$ cat config.mk
export PLATFORM = sky130hd
export DESIGN_NAME = nrisc_ula_seq_flat
export DESIGN_NICKNAME = d
export VERILOG_FILES = /design/src/rtl/nrisc_ula_seq_pkg.sv /design/src/rtl/nrisc_ula_seq_if.sv /design/src/rtl/nrisc_seq_addsub.sv /design/src/rtl/nrisc_ula_seq.sv /design/src/flat_wrapper.sv
export SDC_FILE = /design/constraint.sdc
export NUM_CORES = 1
export LEC_CHECK = 0
export ABC_AREA = 1
export CAP_MARGIN = 20
export CORE_MARGIN = 2
export CORE_UTILIZATION = 55
export CTS_CLUSTER_DIAMETER = 60
export DETAILED_ROUTE_END_ITERATION = 7
export GPL_TIMING_DRIVEN = 0
export MAX_ROUTING_LAYER = met4
export PLACE_DENSITY = 0.76
export SLEW_MARGIN = 20
export SYNTH_ARGS = -nofsm -noshare
export SYNTH_HDL_FRONTEND = slang
export SYNTH_SLANG_ARGS = --single-unit
$ cat constraint.sdc
create_clock -name clk -period 4.4 [get_ports clk]
set_clock_uncertainty 0.05 [all_clocks]
set_input_delay 1.32 -clock clk [delete_from_list [all_inputs] [get_ports clk]]
set_output_delay 1.32 -clock clk [all_outputs]
set_load 0.05 [all_outputs]
$ cat src/rtl/nrisc_ula_seq_pkg.sv
// Shared encodings for the sequential multiply/divide unit: FSM states,
// operation codes and flag bit positions.
package nrisc_ula_seq_pkg;

    typedef enum logic [1:0] {
        IDLE = 2'd0,
        RUN  = 2'd1,
        DONE = 2'd2
    } state_t;

    localparam logic OP_MUL = 1'b0;
    localparam logic OP_DIV = 1'b1;

    localparam int FLAG_OVF  = 0;
    localparam int FLAG_ZERO = 1;
    localparam int FLAG_DIVZ = 2;

    // Packs the three status bits at their fixed positions.
    function automatic logic [2:0] make_flags(input logic divz, input logic zero, input logic ovf);
        logic [2:0] f;
        f            = 3'b000;
        f[FLAG_DIVZ] = divz;
        f[FLAG_ZERO] = zero;
        f[FLAG_OVF]  = ovf;
        return f;
    endfunction

endpackage

$ cat src/rtl/nrisc_ula_seq_if.sv
// Request/result bundle between a requester (master) and the sequential
// multiply/divide unit (slave).
interface nrisc_ula_seq_if #(parameter int TAM = 16);
    logic           SEQ_start;
    logic           SEQ_op;
    logic [TAM-1:0] SEQ_A;
    logic [TAM-1:0] SEQ_B;
    logic           SEQ_busy;
    logic           SEQ_done;
    logic [TAM-1:0] SEQ_HI;
    logic [TAM-1:0] SEQ_LO;
    logic [2:0]     SEQ_flags;

    modport master (
        output SEQ_start, SEQ_op, SEQ_A, SEQ_B,
        input  SEQ_busy, SEQ_done, SEQ_HI, SEQ_LO, SEQ_flags
    );

    modport slave (
        input  SEQ_start, SEQ_op, SEQ_A, SEQ_B,
        output SEQ_busy, SEQ_done, SEQ_HI, SEQ_LO, SEQ_flags
    );
endinterface

$ cat src/rtl/nrisc_seq_addsub.sv
// Combinational W-bit adder/subtractor shared by the multiply and divide
// iterations; cout is the carry on add and the borrow on subtract.
module nrisc_seq_addsub #(parameter int W = 17) (
    input  logic [W-1:0] a,
    input  logic [W-1:0] b,
    input  logic         sub,
    output logic [W-1:0] res,
    output logic         cout
);
    logic [W:0] full_s;

    // One extra bit captures carry-out or borrow (wrap below zero).
    always_comb begin
        full_s = {(W+1){1'b0}};
        if (sub) begin
            full_s = {1'b0, a} - {1'b0, b};
        end else begin
            full_s = {1'b0, a} + {1'b0, b};
        end
    end

    assign res  = full_s[W-1:0];
    assign cout = full_s[W];
endmodule

$ cat src/rtl/nrisc_ula_seq.sv
// Sequential unsigned multiply (shift-add) and divide (restoring) unit,
// one iteration per clock for TAM clocks, results held until the next DONE.
module nrisc_ula_seq
    import nrisc_ula_seq_pkg::*;
#(
    parameter int TAM = 16
) (
    input  logic           clk,
    input  logic           rst,
    nrisc_ula_seq_if.slave seq
);
    localparam int             CW       = $clog2(TAM);
    localparam logic [CW-1:0]  CNT_LAST = CW'(TAM-1);
    localparam logic [CW-1:0]  CNT_ONE  = CW'(1);

    state_t          state_r, state_s;
    logic [CW-1:0]   cnt_r;
    logic            op_r;
    logic [TAM-1:0]  b_r, hi_r, lo_r;
    logic            busy_r, done_r;
    logic [TAM-1:0]  out_hi_r, out_lo_r;
    logic [2:0]      flags_r;

    logic            accept_s, divz_s, last_s;
    logic [TAM:0]    as_a_s, as_b_s, as_res_s;
    logic            as_sub_s, as_cout_s;
    logic [TAM-1:0]  hi_nx_s, lo_nx_s;
    logic [2:0]      flags_nx_s;

    // Next-state decode; start is only looked at in IDLE.
    always_comb begin
        state_s  = state_r;
        accept_s = 1'b0;
        divz_s   = 1'b0;
        last_s   = (cnt_r == CNT_LAST);
        case (state_r)
            IDLE: begin
                if (seq.SEQ_start) begin
                    accept_s = 1'b1;
                    if ((seq.SEQ_op == OP_DIV) && (seq.SEQ_B == {TAM{1'b0}})) begin
                        divz_s  = 1'b1;
                        state_s = DONE;
                    end else begin
                        state_s = RUN;
                    end
                end else begin
                    state_s = IDLE;
                end
            end
            RUN: begin
                if (last_s) begin
                    state_s = DONE;
                end else begin
                    state_s = RUN;
                end
            end
            DONE:    state_s = IDLE;
            default: state_s = IDLE;
        endcase
    end

    // Operand selection for the shared adder: HI+B (multiply) or shifted R-B (divide).
    always_comb begin
        as_a_s   = {1'b0, hi_r};
        as_b_s   = {1'b0, (lo_r[0] ? b_r : {TAM{1'b0}})};
        as_sub_s = 1'b0;
        if (op_r == OP_DIV) begin
            as_a_s   = {hi_r, lo_r[TAM-1]};
            as_b_s   = {1'b0, b_r};
            as_sub_s = 1'b1;
        end else begin
            as_sub_s = 1'b0;
        end
    end

    nrisc_seq_addsub #(.W(TAM+1)) u_addsub (
        .a    (as_a_s),
        .b    (as_b_s),
        .sub  (as_sub_s),
        .res  (as_res_s),
        .cout (as_cout_s)
    );

    // Iteration result; the partial remainder always fits TAM bits because it stays below B.
    always_comb begin
        hi_nx_s = as_res_s[TAM:1];
        lo_nx_s = {as_res_s[0], lo_r[TAM-1:1]};
        if (op_r == OP_DIV) begin
            if (as_cout_s) begin
                hi_nx_s = as_a_s[TAM-1:0];
            end else begin
                hi_nx_s = as_res_s[TAM-1:0];
            end
            lo_nx_s    = {lo_r[TAM-2:0], ~as_cout_s};
            flags_nx_s = make_flags(1'b0, (lo_nx_s == {TAM{1'b0}}), 1'b0);
        end else begin
            flags_nx_s = make_flags(1'b0, ({hi_nx_s, lo_nx_s} == {(2*TAM){1'b0}}),
                                    (hi_nx_s != {TAM{1'b0}}));
        end
    end

    // State, datapath and registered outputs with synchronous active-low reset.
    always_ff @(posedge clk) begin
        if (!rst) begin
            state_r  <= IDLE;
            cnt_r    <= {CW{1'b0}};
            op_r     <= OP_MUL;
            b_r      <= {TAM{1'b0}};
            hi_r     <= {TAM{1'b0}};
            lo_r     <= {TAM{1'b0}};
            busy_r   <= 1'b0;
            done_r   <= 1'b0;
            out_hi_r <= {TAM{1'b0}};
            out_lo_r <= {TAM{1'b0}};
            flags_r  <= 3'b000;
        end else begin
            state_r <= state_s;
            case (state_r)
                IDLE: begin
                    if (accept_s) begin
                        op_r   <= seq.SEQ_op;
                        b_r    <= seq.SEQ_B;
                        hi_r   <= {TAM{1'b0}};
                        lo_r   <= seq.SEQ_A;
                        cnt_r  <= {CW{1'b0}};
                        busy_r <= 1'b1;
                        if (divz_s) begin
                            done_r   <= 1'b1;
                            out_hi_r <= seq.SEQ_A;
                            out_lo_r <= {TAM{1'b1}};
                            flags_r  <= make_flags(1'b1, 1'b0, 1'b0);
                        end
                    end
                end
                RUN: begin
                    hi_r  <= hi_nx_s;
                    lo_r  <= lo_nx_s;
                    cnt_r <= cnt_r + CNT_ONE;
                    if (last_s) begin
                        done_r   <= 1'b1;
                        out_hi_r <= hi_nx_s;
                        out_lo_r <= lo_nx_s;
                        flags_r  <= flags_nx_s;
                    end
                end
                DONE: begin
                    done_r <= 1'b0;
                    busy_r <= 1'b0;
                end
                default: begin
                    done_r <= 1'b0;
                    busy_r <= 1'b0;
                end
            endcase
        end
    end

    assign seq.SEQ_busy  = busy_r;
    assign seq.SEQ_done  = done_r;
    assign seq.SEQ_HI    = out_hi_r;
    assign seq.SEQ_LO    = out_lo_r;
    assign seq.SEQ_flags = flags_r;
endmodule

$ cat src/flat_wrapper.sv
// flat-port wrapper written by rule: the top's interface ports become plain ports
module nrisc_ula_seq_flat import nrisc_ula_seq_pkg::*;
#(
    parameter int TAM = 16
)
  (clk, rst, seq_SEQ_start, seq_SEQ_op, seq_SEQ_A, seq_SEQ_B, seq_SEQ_busy, seq_SEQ_done, seq_SEQ_HI, seq_SEQ_LO, seq_SEQ_flags);
  nrisc_ula_seq_if #(.TAM(TAM)) seq_i ();
  input  logic clk;
  input  logic rst;
  input wire logic [$bits(seq_i.SEQ_start)-1:0] seq_SEQ_start;
  input wire logic [$bits(seq_i.SEQ_op)-1:0] seq_SEQ_op;
  input wire logic [$bits(seq_i.SEQ_A)-1:0] seq_SEQ_A;
  input wire logic [$bits(seq_i.SEQ_B)-1:0] seq_SEQ_B;
  output wire logic [$bits(seq_i.SEQ_busy)-1:0] seq_SEQ_busy;
  output wire logic [$bits(seq_i.SEQ_done)-1:0] seq_SEQ_done;
  output wire logic [$bits(seq_i.SEQ_HI)-1:0] seq_SEQ_HI;
  output wire logic [$bits(seq_i.SEQ_LO)-1:0] seq_SEQ_LO;
  output wire logic [$bits(seq_i.SEQ_flags)-1:0] seq_SEQ_flags;
  assign seq_i.SEQ_start = seq_SEQ_start;
  assign seq_i.SEQ_op = seq_SEQ_op;
  assign seq_i.SEQ_A = seq_SEQ_A;
  assign seq_i.SEQ_B = seq_SEQ_B;
  assign seq_SEQ_busy = seq_i.SEQ_busy;
  assign seq_SEQ_done = seq_i.SEQ_done;
  assign seq_SEQ_HI = seq_i.SEQ_HI;
  assign seq_SEQ_LO = seq_i.SEQ_LO;
  assign seq_SEQ_flags = seq_i.SEQ_flags;
  nrisc_ula_seq #(.TAM(TAM)) u_core (.clk(clk), .rst(rst), .seq(seq_i));
endmodule
==> metrics.md <==
| Metric | Value |
|---|---|
| Status | `finished clean` |
| IO buf count | `72` |
| Crit path arrival time | `around 4.4 ns` |
| Largest net degree at the start of global routing | `19` |
| Post-synthesis cell area | `6090 sq um` |
| CTS tree | `done` |
| Antenna-violating nets left | `0` |
| Design Area, Final | `7170 sq um` |
| Share of layout cells above drive strength 1 | `4.88%` |
| Register area share after synthesis | `30.2%` |
| DP HPWL | `14.4 mm` |
| Post-Syn Area per Cell | `6.24 sq um` |
| Vert. Die Dim | `109 um` |
| Maximum vdd ir drop | `between 200 and 300 uV` |
| Initial DRC Count | `between 600 and 700` |
| IO Count | `73` |
| Post-synth top cells | `nand2_1, inv_1, dfxtp_1` |
| Synth top area cells | `dfxtp_1, nand2_1, inv_1, o21ai_0, a21oi_1` |
| Tot GR Track Use | `32.6%` |
| Chip Width | `109 um` |
| Top cell type's share of synthesized area | `roughly 30%` |
| Layout net count | `1115` |
| Setup violators final | `0` |
| CP endpoint kind | `flip-flop` |
| NetSw | `1.33 mW` |
| Postcts setup bufs | `0` |
| Congestion Overflow GR | `0` |
| Seq pwr share | `31.9%` |
| WL final | `18.2 mm` |
| Final number of max-transition violations | `0` |
| Synth async-reset ratio | `0%` |
| Hold WC Path Type | `flip-flop to flip-flop` |
| WL per Instance | `15.1 um` |
| Post-DP Area | `6990 sq um` |
| Antenna violations before repair | `0` |
| Fmax | `244 MHz` |
| Min Tclk post-route | `4.10 ns` |
| Antenna diode count | `0` |
| Synth cell types | `39` |
| Clock power frac | `19.4%` |
| Detail-routed via count per cell | `5.45` |
| Via count of the first global-routing pass | `5884` |
| Cell with the most instances after synthesis | `nand2_1` |
| Post-synthesis register bit count | `92` |
| Critical Path Fanout Max | `10` |
| Fin. Hold Viols | `0` |
| Slew HR | `47.9%` |
| CP peak stage delay | `0.50 ns` |
| Die ar. | `11900 sq um` |
| Skew-Pair Late Insertion Delay | `0.39 ns` |
| Post-synth net total | `approximately 1000` |
| Vias | `~6600` |
| Crit path top cell by count | `nand2_1` |
| Drt first pass iters | `5` |
| Initial core utilization | `a little under three fifths` |
| Tcrit/Tclk final | `93.1%` |
| CP bufs+invs | `4` |
| Number of H-tree levels | `3` |
| Worst path top cell family by delay | `simple AND/OR/NAND/NOR gates` |
| Deepest clock path buffer count | `2` |
| Maxcap violations | `0` |
| Storage cell area | `1840 sq um` |
| Worst-path cell chain | `buf_6, clkbuf_1, clkbuf_1, nor2_1, xnor2_1, ha_1, nand2_1, inv_1, a21oi_1, nand2_1, xnor2_1, nand2_1, nor3_1, nand4_1, nand2_1, nand2_1, a21oi_1` |
| Hold_buf cts | `0` |
| Cells after Synth | `977` |
| Syn-to-layout area delta | `17.8%` |
| Synth warn | `0` |
| FP Rows | `38` |
| CP Data Required Time | `4.65 ns` |
| Leakage power | `3.61 nW` |
| Reg clk slew, reported paths | `0.09 ns` |
| Cell Int Power | `1.59 mW` |
| Worst-Margin Slew | `0.778 ns` |
| Clock sinks | `between 90 and 100` |
| Drt drc | `0` |
| Cell taking the most area after synthesis | `dfxtp_1` |
| Dominant synthesized flop cell | `dfxtp_1` |
| Sw Ratio | `between 40% and 50%` |
| Global-route wire length before repair | `29.1 mm` |
| CP startpoint kind | `flip-flop` |
| CTS buffer count | `9` |
| Gpl congestion | `just under 1` |
| Comb pwr share | `48.8%` |
| Core box area | `10800 sq um` |
| Setup TNS | `0 ns` |
| Post-CTS Resized | `0` |
| Area of the multi-input gates | `3410 sq um` |
| Ratio of total power to cell area | `407 nW/um^2` |
| Slowest CP cell | `clkbuf_1` |
| Post-synth EDFFs | `0` |
| Core Util, Final | `66.2%` |
| RSZ-0062 raised after global routing | `no` |
| Filler cell count | `1036` |
| Kind of critical path | `flip-flop to flip-flop` |
| Clk root buf | `clkbuf_8` |
[state kept, by name, indices dropped and copies added (netlist names)]
register,cells
u_core.b_r,16
u_core.cnt_r,4
u_core.hi_r,16
u_core.lo_r,16
u_core.op_r,1
u_core.seq.SEQ_HI,16
u_core.seq.SEQ_LO,16
u_core.seq.SEQ_busy,1
u_core.seq.SEQ_done,1
u_core.seq.SEQ_flags,3
u_core.state_r,2
[cells by family after synthesis]
family	count (synthesis)	share of synthesized area [%]
AND/OR/NAND/NOR	413	29.2
AO/OA/AOI/OAI	221	19.9
buffers and inverters	213	13.9
flip-flops	92	30.2
XOR/XNOR	19	2.73
adder cells (fa/ha/maj)	19	4.03
[metal layers]
metal | track usage [%] | part of all wire, % | vias up
li1 | - | - | 3318
met1 | 44.3 | 46 | 2955
met2 | 49.2 | 44 | 255
met3 | 4.78 | 7.0 | 38
met4 | 11.9 | 2.7 | 0
met5 | - | 0 | -
[cells in the final DEF (no fill, tap or decap), drive strengths merged, types with 15 or more instances in the layout]
cell and instances:
nand2 224, inv 173, o21ai 95, dfxtp 92, a21oi 86, nand3 82
nor2 76, clkdlybuf4s50 72, clkbuf 45, o22ai 18, ha 18, o211ai 15
[worst min-delay path: stages, from the launching register on]
cell,delay [ns]
dfxtp_1,0.32
nand2_1,0.06
a21oi_1,0.05
[power groups by stage]
stage	Clock, mW	Combinational, mW	Sequential [mW]
6_report	0.567	1.42	0.931
5_1_grt	0.600	1.59	0.937
4_1_cts	0.573	1.40	0.928
3_5_place_dp	0	1.39	0.947
3_3_place_gp	0	1.38	0.947
2_1_floorplan	0	1.05	0.938
[stage by stage]
step                hold slack [ns]  setup slack (ns)  total power, mW  cells
floorplan                     0.380              1.12             1.99    977
global route                  0.451            0.0289             3.13   1205
CTS                           0.424             0.427             2.90   1205
detailed placement            0.407             0.421             2.34   1189
finish                        0.422             0.302             2.92   1205
global placement              0.405             0.464             2.32   1189
[worst paths after layout]
| check | from | to | slack, ns | cells after the start |
|---|---|---|---|---|
| hold / removal | u_core.seq.SEQ_done | u_core.seq.SEQ_done | 0.42 | 2 |
| hold reg to reg | u_core.seq.SEQ_done | u_core.seq.SEQ_done | 0.42 | 2 |
| setup / recovery | u_core.op_r | u_core.seq.SEQ_flags[1] | 0.30 | 17 |
| setup reg to reg | u_core.op_r | u_core.seq.SEQ_flags[1] | 0.30 | 17 |
[final cells by class]
type	count	area share [%]
Buffer	44	2.86
Clock buffer	9	1.73
Clock inverter	7	0.872
Inverter	169	8.91
Multi-Input combinational cell	672	47.5
Sequential cell	92	25.7
Tap cell	140	2.44
Timing Repair Buffer	72	10.0
Power figures use the tool's default switching activity.
